`src/rtl/alu_pkg.sv`:
```
// Shared ALU constants.
package alu_pkg;
    localparam int ALU_DEFAULT_WIDTH = 4;
endpackage

```
`src/rtl/full_sub.sv`:
```
// 1-bit full subtractor: d = a - b - bin, bout set when the stage must borrow.
module full_sub (
    input  logic a,
    input  logic b,
    input  logic bin,
    output logic d,
    output logic bout
);
    assign d    = a ^ b ^ bin;
    assign bout = (~a & b) | (~(a ^ b) & bin);
endmodule

```
`src/rtl/nbit_sub.sv`:
```
// Registered N-bit ripple-borrow subtractor: {Ovflow, D} <= A - B - Bin, one cycle latency.
module nbit_sub
    import alu_pkg::*;
#(
    parameter int Width = ALU_DEFAULT_WIDTH
) (
    input  logic             clk,
    input  logic             rst,
    input  logic [Width-1:0] A,
    input  logic [Width-1:0] B,
    input  logic             Bin,
    output logic [Width-1:0] D,
    output logic             Ovflow
);
    logic [Width:0]   brw;
    logic [Width-1:0] d_next;

    assign brw[0] = Bin;

    // The final borrow is the unsigned underflow flag, so B+Bin never needs a wider adder.
    for (genvar i = 0; i < Width; i++) begin : g_stage
        full_sub u_fs (
            .a    (A[i]),
            .b    (B[i]),
            .bin  (brw[i]),
            .d    (d_next[i]),
            .bout (brw[i+1])
        );
    end

    always_ff @(posedge clk or posedge rst) begin
        if (rst) begin
            D      <= '0;
            Ovflow <= 1'b0;
        end else begin
            D      <= d_next;
            Ovflow <= brw[Width];
        end
    end
endmodule

```
`config.mk`:
```
export PLATFORM = sky130hd
export DESIGN_NAME = nbit_sub
export DESIGN_NICKNAME = d
export VERILOG_FILES = /design/src/rtl/alu_pkg.sv /design/src/rtl/full_sub.sv /design/src/rtl/nbit_sub.sv
export SDC_FILE = /design/constraint.sdc
export NUM_CORES = 1
export LEC_CHECK = 0
export BUFFER_PORTS_ARGS = -buffer_cell sky130_fd_sc_hd__buf_4
export CAP_MARGIN = 10
export CORE_AREA = 2 2 39 41
export CTS_CLUSTER_SIZE = 10
export DETAILED_ROUTE_END_ITERATION = 8
export DIE_AREA = 0 0 41 43
export PLACE_DENSITY_LB_ADDON = 0.1
export SYNTH_ARGS = -nofsm -noshare
export SYNTH_HDL_FRONTEND = slang
export SYNTH_SLANG_ARGS = --single-unit
```
`constraint.sdc`:
```
create_clock -name clk -period 1 [get_ports clk]
set_input_delay 0.2 -clock clk [delete_from_list [all_inputs] [get_ports clk]]
set_output_delay 0.2 -clock clk [all_outputs]
set_load 0.1 [all_outputs]
```
==> results of run 1 <==
[worst max path at each step]
| stage | from | end | cells after the start | slack, ns |
|---|---|---|---|---|
| global route | B[0] | D[3]$_DFF_PP0_ | 8 | -0.64 |
| global placement | B[0] | D[3]$_DFF_PP0_ | 8 | -0.87 |
| finish | B[0] | D[3]$_DFF_PP0_ | 8 | -0.59 |
| floorplan | B[0] | D[3]$_DFF_PP0_ | 7 | -0.67 |
| detailed placement | B[0] | D[3]$_DFF_PP0_ | 8 | -0.90 |
| CTS | B[0] | D[3]$_DFF_PP0_ | 8 | -0.63 |
[synthesized netlist by cell type, drive strengths merged]
cell	number	area, um2
dfrtp	5	125
fa	4	80.1
inv	11	41.3
[per-layer routing]
layer	up-vias	share of wire [%]	routed length, um	track usage, %
met4	0	3.6	14	12.0
met5	-	0	0	0
met3	2	10	39	0
met2	12	59	231	9.06
li1	88	-	-	-
met1	75	27	104	5.00
[critical path: stages]
cell,delay (ns)
buf_8,0.11
inv_12,0.04
fa_2,0.18
inv_2,0.04
fa_2,0.33
fa_2,0.34
inv_2,0.06
fa_1,0.40
[cell usage in the layout, fill, tap and decap left out]
cell type	netlist	routed
dlygate4sd3_1	0	1
inv_12	0	1
dfrtp_1	5	1
buf_8	0	2
fa_1	4	1
buf_4	0	7
fa_2	0	3
clkbuf_4	0	3
inv_2	0	3
dfrtp_2	0	4
clkbuf_1	0	1
inv_4	0	1
buf_6	0	3
inv_1	11	6
buf_12	0	3
[state kept, by name, summed over array words and instances (netlist names)]
| name | count |
|---|---|
| Ovflow | 1 |
| D | 4 |
[metrics by stage]
stage	cell area (um2)	worst slack [ns]	hold slack (ns)	TNS [ns]	std cells
floorplan	274	-0.670	-0.0218	-1.79	20
global placement	407	-0.868	0.106	-2.42	51
detailed placement	407	-0.902	0.108	-2.48	51
CTS	484	-0.632	0.222	-1.57	56
global route	507	-0.636	0.248	-1.61	56
finish	507	-0.593	0.244	-1.33	56
[final cells by class]
cell class | count | area, um2
Clock buffer | 4 | 26.3
Fill cell | 141 | 877
Inverter | 11 | 56.3
Multi-Input combinational cell | 4 | 87.6
Sequential cell | 5 | 130
Tap cell | 16 | 20.0
Timing Repair Buffer | 16 | 186
[logic make-up after synthesis]
logic type	Yosys count	synth area share, %
adders and majority gates	4	32.5
DFF	5	50.8
buffers and inverters	11	16.8
[power groups by stage]
stage,combinational (W),clock [W],sequential (W)
after floorplan,0.0000451,0,0.000500
after global placement,0.000396,0,0.000250
after detailed placement,0.000400,0,0.000252
after CTS,0.000444,0.000240,0.000259
after global routing,0.000501,0.000265,0.000266
final,0.000477,0.000228,0.000265
[what timing repair did]
action,4_1_cts,5_1_grt
hold endpoints to repair,5,0
setup endpoints to repair,9,9
gates resized for setup,12,6
pin swaps,4,4
hold buffers,1,0
buffers inserted,0,0
==> impl_metrics.json, run 1 <==
{
  "die-area_mm2": 0.00176,
  "viasPerCell": 3.16,
  "dp_hpwl_um": 360,
  "hold_viol": 0,
  "antennaDiodeCount": 0,
  "whs_path_depth": 2,
  "clock_path_buffers": 2,
  "rows": 14,
  "ys_ff_latch": 5,
  "yosys.cell_types.count": 3,
  "hold_end": "D[3]$_DFF_PP0_",
  "switching_share_pct": 42.0,
  "h-tree-depth": 1,
  "crit_fanout": 1,
  "layout_setup_ws_ns": -0.593,
  "static-leakage-power_nw": 0.251,
  "drtIter0Drc": 2,
  "pwr-share-comb_pct": 49.2,
  "relSlewSlack_pct": 86.6,
  "grt_max_degree": 6,
  "io_pins": 16,
  "wire_per_inst_um": 6.96,
  "hp-start": "A[3]",
  "required_ns": 1.11,
  "cts_tree": "done",
  "wl_um": 390,
  "clkPwrFrac_pct": 23.5,
  "grt_pass1_wl_um": 655,
  "synthCells": 20,
  "p_sw_w": 0.000407,
  "cp-end-kind": "flip-flop",
  "violations": "negative setup slack",
  "synth_nets": 35,
  "gp_congestion": 0.572,
  "power.density_mw_per_mm2": 1910,
  "nNetsFinal": 56,
  "numCtsBuffers": 3,
  "synth_warnings": 0,
  "arrival_ns": 1.70,
  "vdd_drop_max_mv": 0.458,
  "finalPower_w": 0.000969,
  "drcViolationCount": 0,
  "track_usage_pct": 6.29,
  "overflow": 0,
  "synth_area_um2": 246,
  "drv_cap": 0,
  "grt_setup_unrepaired": "yes",
  "worstMarginPinSlew_ns": 0.201,
  "initial_core_util_pct": 17.8,
  "grt_pass1_vias": 203,
  "drive_above_1_share_pct": 75.0,
  "fin_crit_ns": 1.59,
  "clock.fmax_mhz": 628,
  "worstSetupPathType": "input pin to flip-flop",
  "io_buffers": 15,
  "seqPwrFrac_pct": 27.3,
  "worstHoldPathType": "input pin to flip-flop",
  "die_y_um": 43,
  "final_util_pct": 36.6,
  "clk_pin_slew_worst_paths_ns": 0.04,
  "syn_avg_cell_area_um2": 12.3,
  "ys_seq_area_share_pct": 50.8,
  "maxSlewViolCount": 0,
  "grt_antenna_before_repair": 0,
  "vias": 177,
  "dieWidth_um": 41,
  "start_kind": "input pin",
  "cts_root_buf": "clkbuf_4",
  "final-setup-viol-count": 8,
  "antenna_left": 0,
  "cts.sinks": 5,
  "status": "complete, but fails checks",
  "period_share_pct": 159,
  "area_delta_synth_final_pct": 106,
  "p_int_w": 0.000562,
  "firstDrtPassIters": 2,
  "core_region_area_mm2": 0.00138
}
Power figures use the tool's default switching activity.
==> run 2: changes to the inputs <==
==> constraint.sdc (replaced) <==
create_clock -name clk -period 1 [get_ports clk]
set_input_delay 0.1 -clock clk [delete_from_list [all_inputs] [get_ports clk]]
set_output_delay 0.1 -clock clk [all_outputs]
set_load 0.1 [all_outputs]
==> run 2 against run 1 <==
Maximum frequency increased by 6.6%. Critical path depth unchanged. Core utilization decreased by 4.2 points. Non-clock buffer count unchanged. Wire length increased by 3.1%. Sequential share of layout area increased by 2.2 points. The run still ends with negative setup slack left.
==> impl_metrics.json, run 2 (same netlist as run 1, synthesis figures left out) <==
{
  "period_share_pct": 149,
  "die_y_um": 43,
  "vias": 176,
  "largest_reg_flops": 4,
  "grt_setup_unrepaired": "yes",
  "antennaDiodeCount": 0,
  "layout_commonest_cell": "buf_4",
  "power.density_mw_per_mm2": 1950,
  "status": "complete, but fails checks",
  "io_pins": 16,
  "track_usage_pct": 5.78,
  "grt_max_degree": 6,
  "worstSetupPathType": "input pin to flip-flop",
  "numCtsBuffers": 3,
  "required_ns": 1.10,
  "hold_viol": 0,
  "worstMarginPinSlew_ns": 0.279,
  "drcViolationCount": 0,
  "firstDrtPassIters": 2,
  "dp_cells": 51,
  "design_area_um2": 449,
  "startpoint": "B[0]",
  "overflow": 0,
  "drv_cap": 0,
  "largestRegisters": "D: 4 flops, Ovflow: 1 flops",
  "layout_setup_ws_ns": -0.494,
  "vdd_drop_max_mv": 0.425,
  "largest-register": "D",
  "final_util_pct": 32.5,
  "static-leakage-power_nw": 0.237,
  "whs_path_depth": 2,
  "worstHoldPathType": "input pin to flip-flop",
  "drive_above_1_share_pct": 65.0,
  "wl_um": 402,
  "h-tree-depth": 1,
  "grt_pass1_wl_um": 614,
  "cts_root_buf": "clkbuf_4",
  "area_delta_synth_final_pct": 82.2,
  "die-area_mm2": 0.00176,
  "dieWidth_um": 41,
  "wire_per_inst_um": 7.18,
  "nNetsFinal": 56,
  "antenna_left": 0,
  "viasPerCell": 3.14,
  "clk_pin_slew_worst_paths_ns": 0.04,
  "final_cells": 56,
  "cts.sinks": 5,
  "dp_hpwl_um": 361,
  "fin_crit_ns": 1.49,
  "maxSlewViolCount": 0,
  "clock.fmax_mhz": 669,
  "drtIter0Drc": 1,
  "gp_congestion": 0.584,
  "cts_tree": "done",
  "layout_common_cells": "buf_4, inv_1, dfrtp_1",
  "core_region_area_mm2": 0.00138,
  "grt_antenna_before_repair": 0,
  "arrival_ns": 1.60,
  "start_kind": "input pin",
  "cp-end-kind": "flip-flop",
  "postCtsSetupBuffers": 0,
  "final-setup-viol-count": 3,
  "io_buffers": 15,
  "rows": 14,
  "violations": "negative setup slack",
  "finalSetupTns_ns": -1.01,
  "fin_hold_ws_ns": 0.152,
  "hp-start": "A[3]",
  "grt_pass1_vias": 182,
  "relSlewSlack_pct": 81.5,
  "initial_core_util_pct": 17.8,
  "crit_fanout": 1,
  "placed_area_um2": 402,
  "clock_path_buffers": 2
}
run 2: cell counts in the layout (fill, tap and decap cells not counted):
Identical to the previous run, type by type.
run 2: area by class of cell:
class                      count  area, um2
fill                         156        935
timing repair buffer          16        134
sequential                     5        125
multi-input combinational      4       87.6
inverter                      11       56.3
clock buffer                   4       26.3
tap                           16       20.0
run 2: worst paths after layout:
path,endpoint,slack (ns)
setup / recovery,D[3]$_DFF_PP0_,-0.49
hold / removal,D[3]$_DFF_PP0_,0.15
max in group asynchronous,D[3]$_DFF_PP0_,0.52
min in group asynchronous,D[1]$_DFF_PP0_,0.32
run 2: repair_timing:
action,in CTS,in global routing
hold buffers,1,0
resized for setup,4,1
endpoints found under the setup margin,3,3
pin swaps,4,3
endpoints found under the hold margin,5,0
run 2: critical path, stage by stage:
cell    delay (ns)
buf_8         0.11
inv_12        0.04
fa_2          0.17
inv_2         0.03
fa_2          0.33
fa_2          0.34
inv_2         0.07
fa_1          0.41
run 2: metal layers:
| layer | track usage, % | share of wire (%) | up-vias |
|---|---|---|---|
| met5 | 0 | 0 | - |
| met4 | 10.0 | 0 | 0 |
| met1 | 4.97 | 30 | 78 |
| met3 | 0 | 13 | 0 |
| met2 | 8.44 | 57 | 10 |
| li1 | - | - | 88 |
run 2: metrics by stage:
step / total power [W] / setup WS (ns)
finish: 0.000876 / -0.494
global route: 0.000929 / -0.532
detailed placement: 0.000647 / -0.797
floorplan: 0.000540 / -0.570
CTS: 0.000892 / -0.527
global placement: 0.000642 / -0.772
run 2: power by group:
| group | total, W | switching (W) | internal (W) |
|---|---|---|---|
| sequential | 0.000243 | 0.00000731 | 0.000236 |
| clock | 0.000224 | 0.0000736 | 0.000150 |
| combinational | 0.000409 | 0.000308 | 0.000101 |
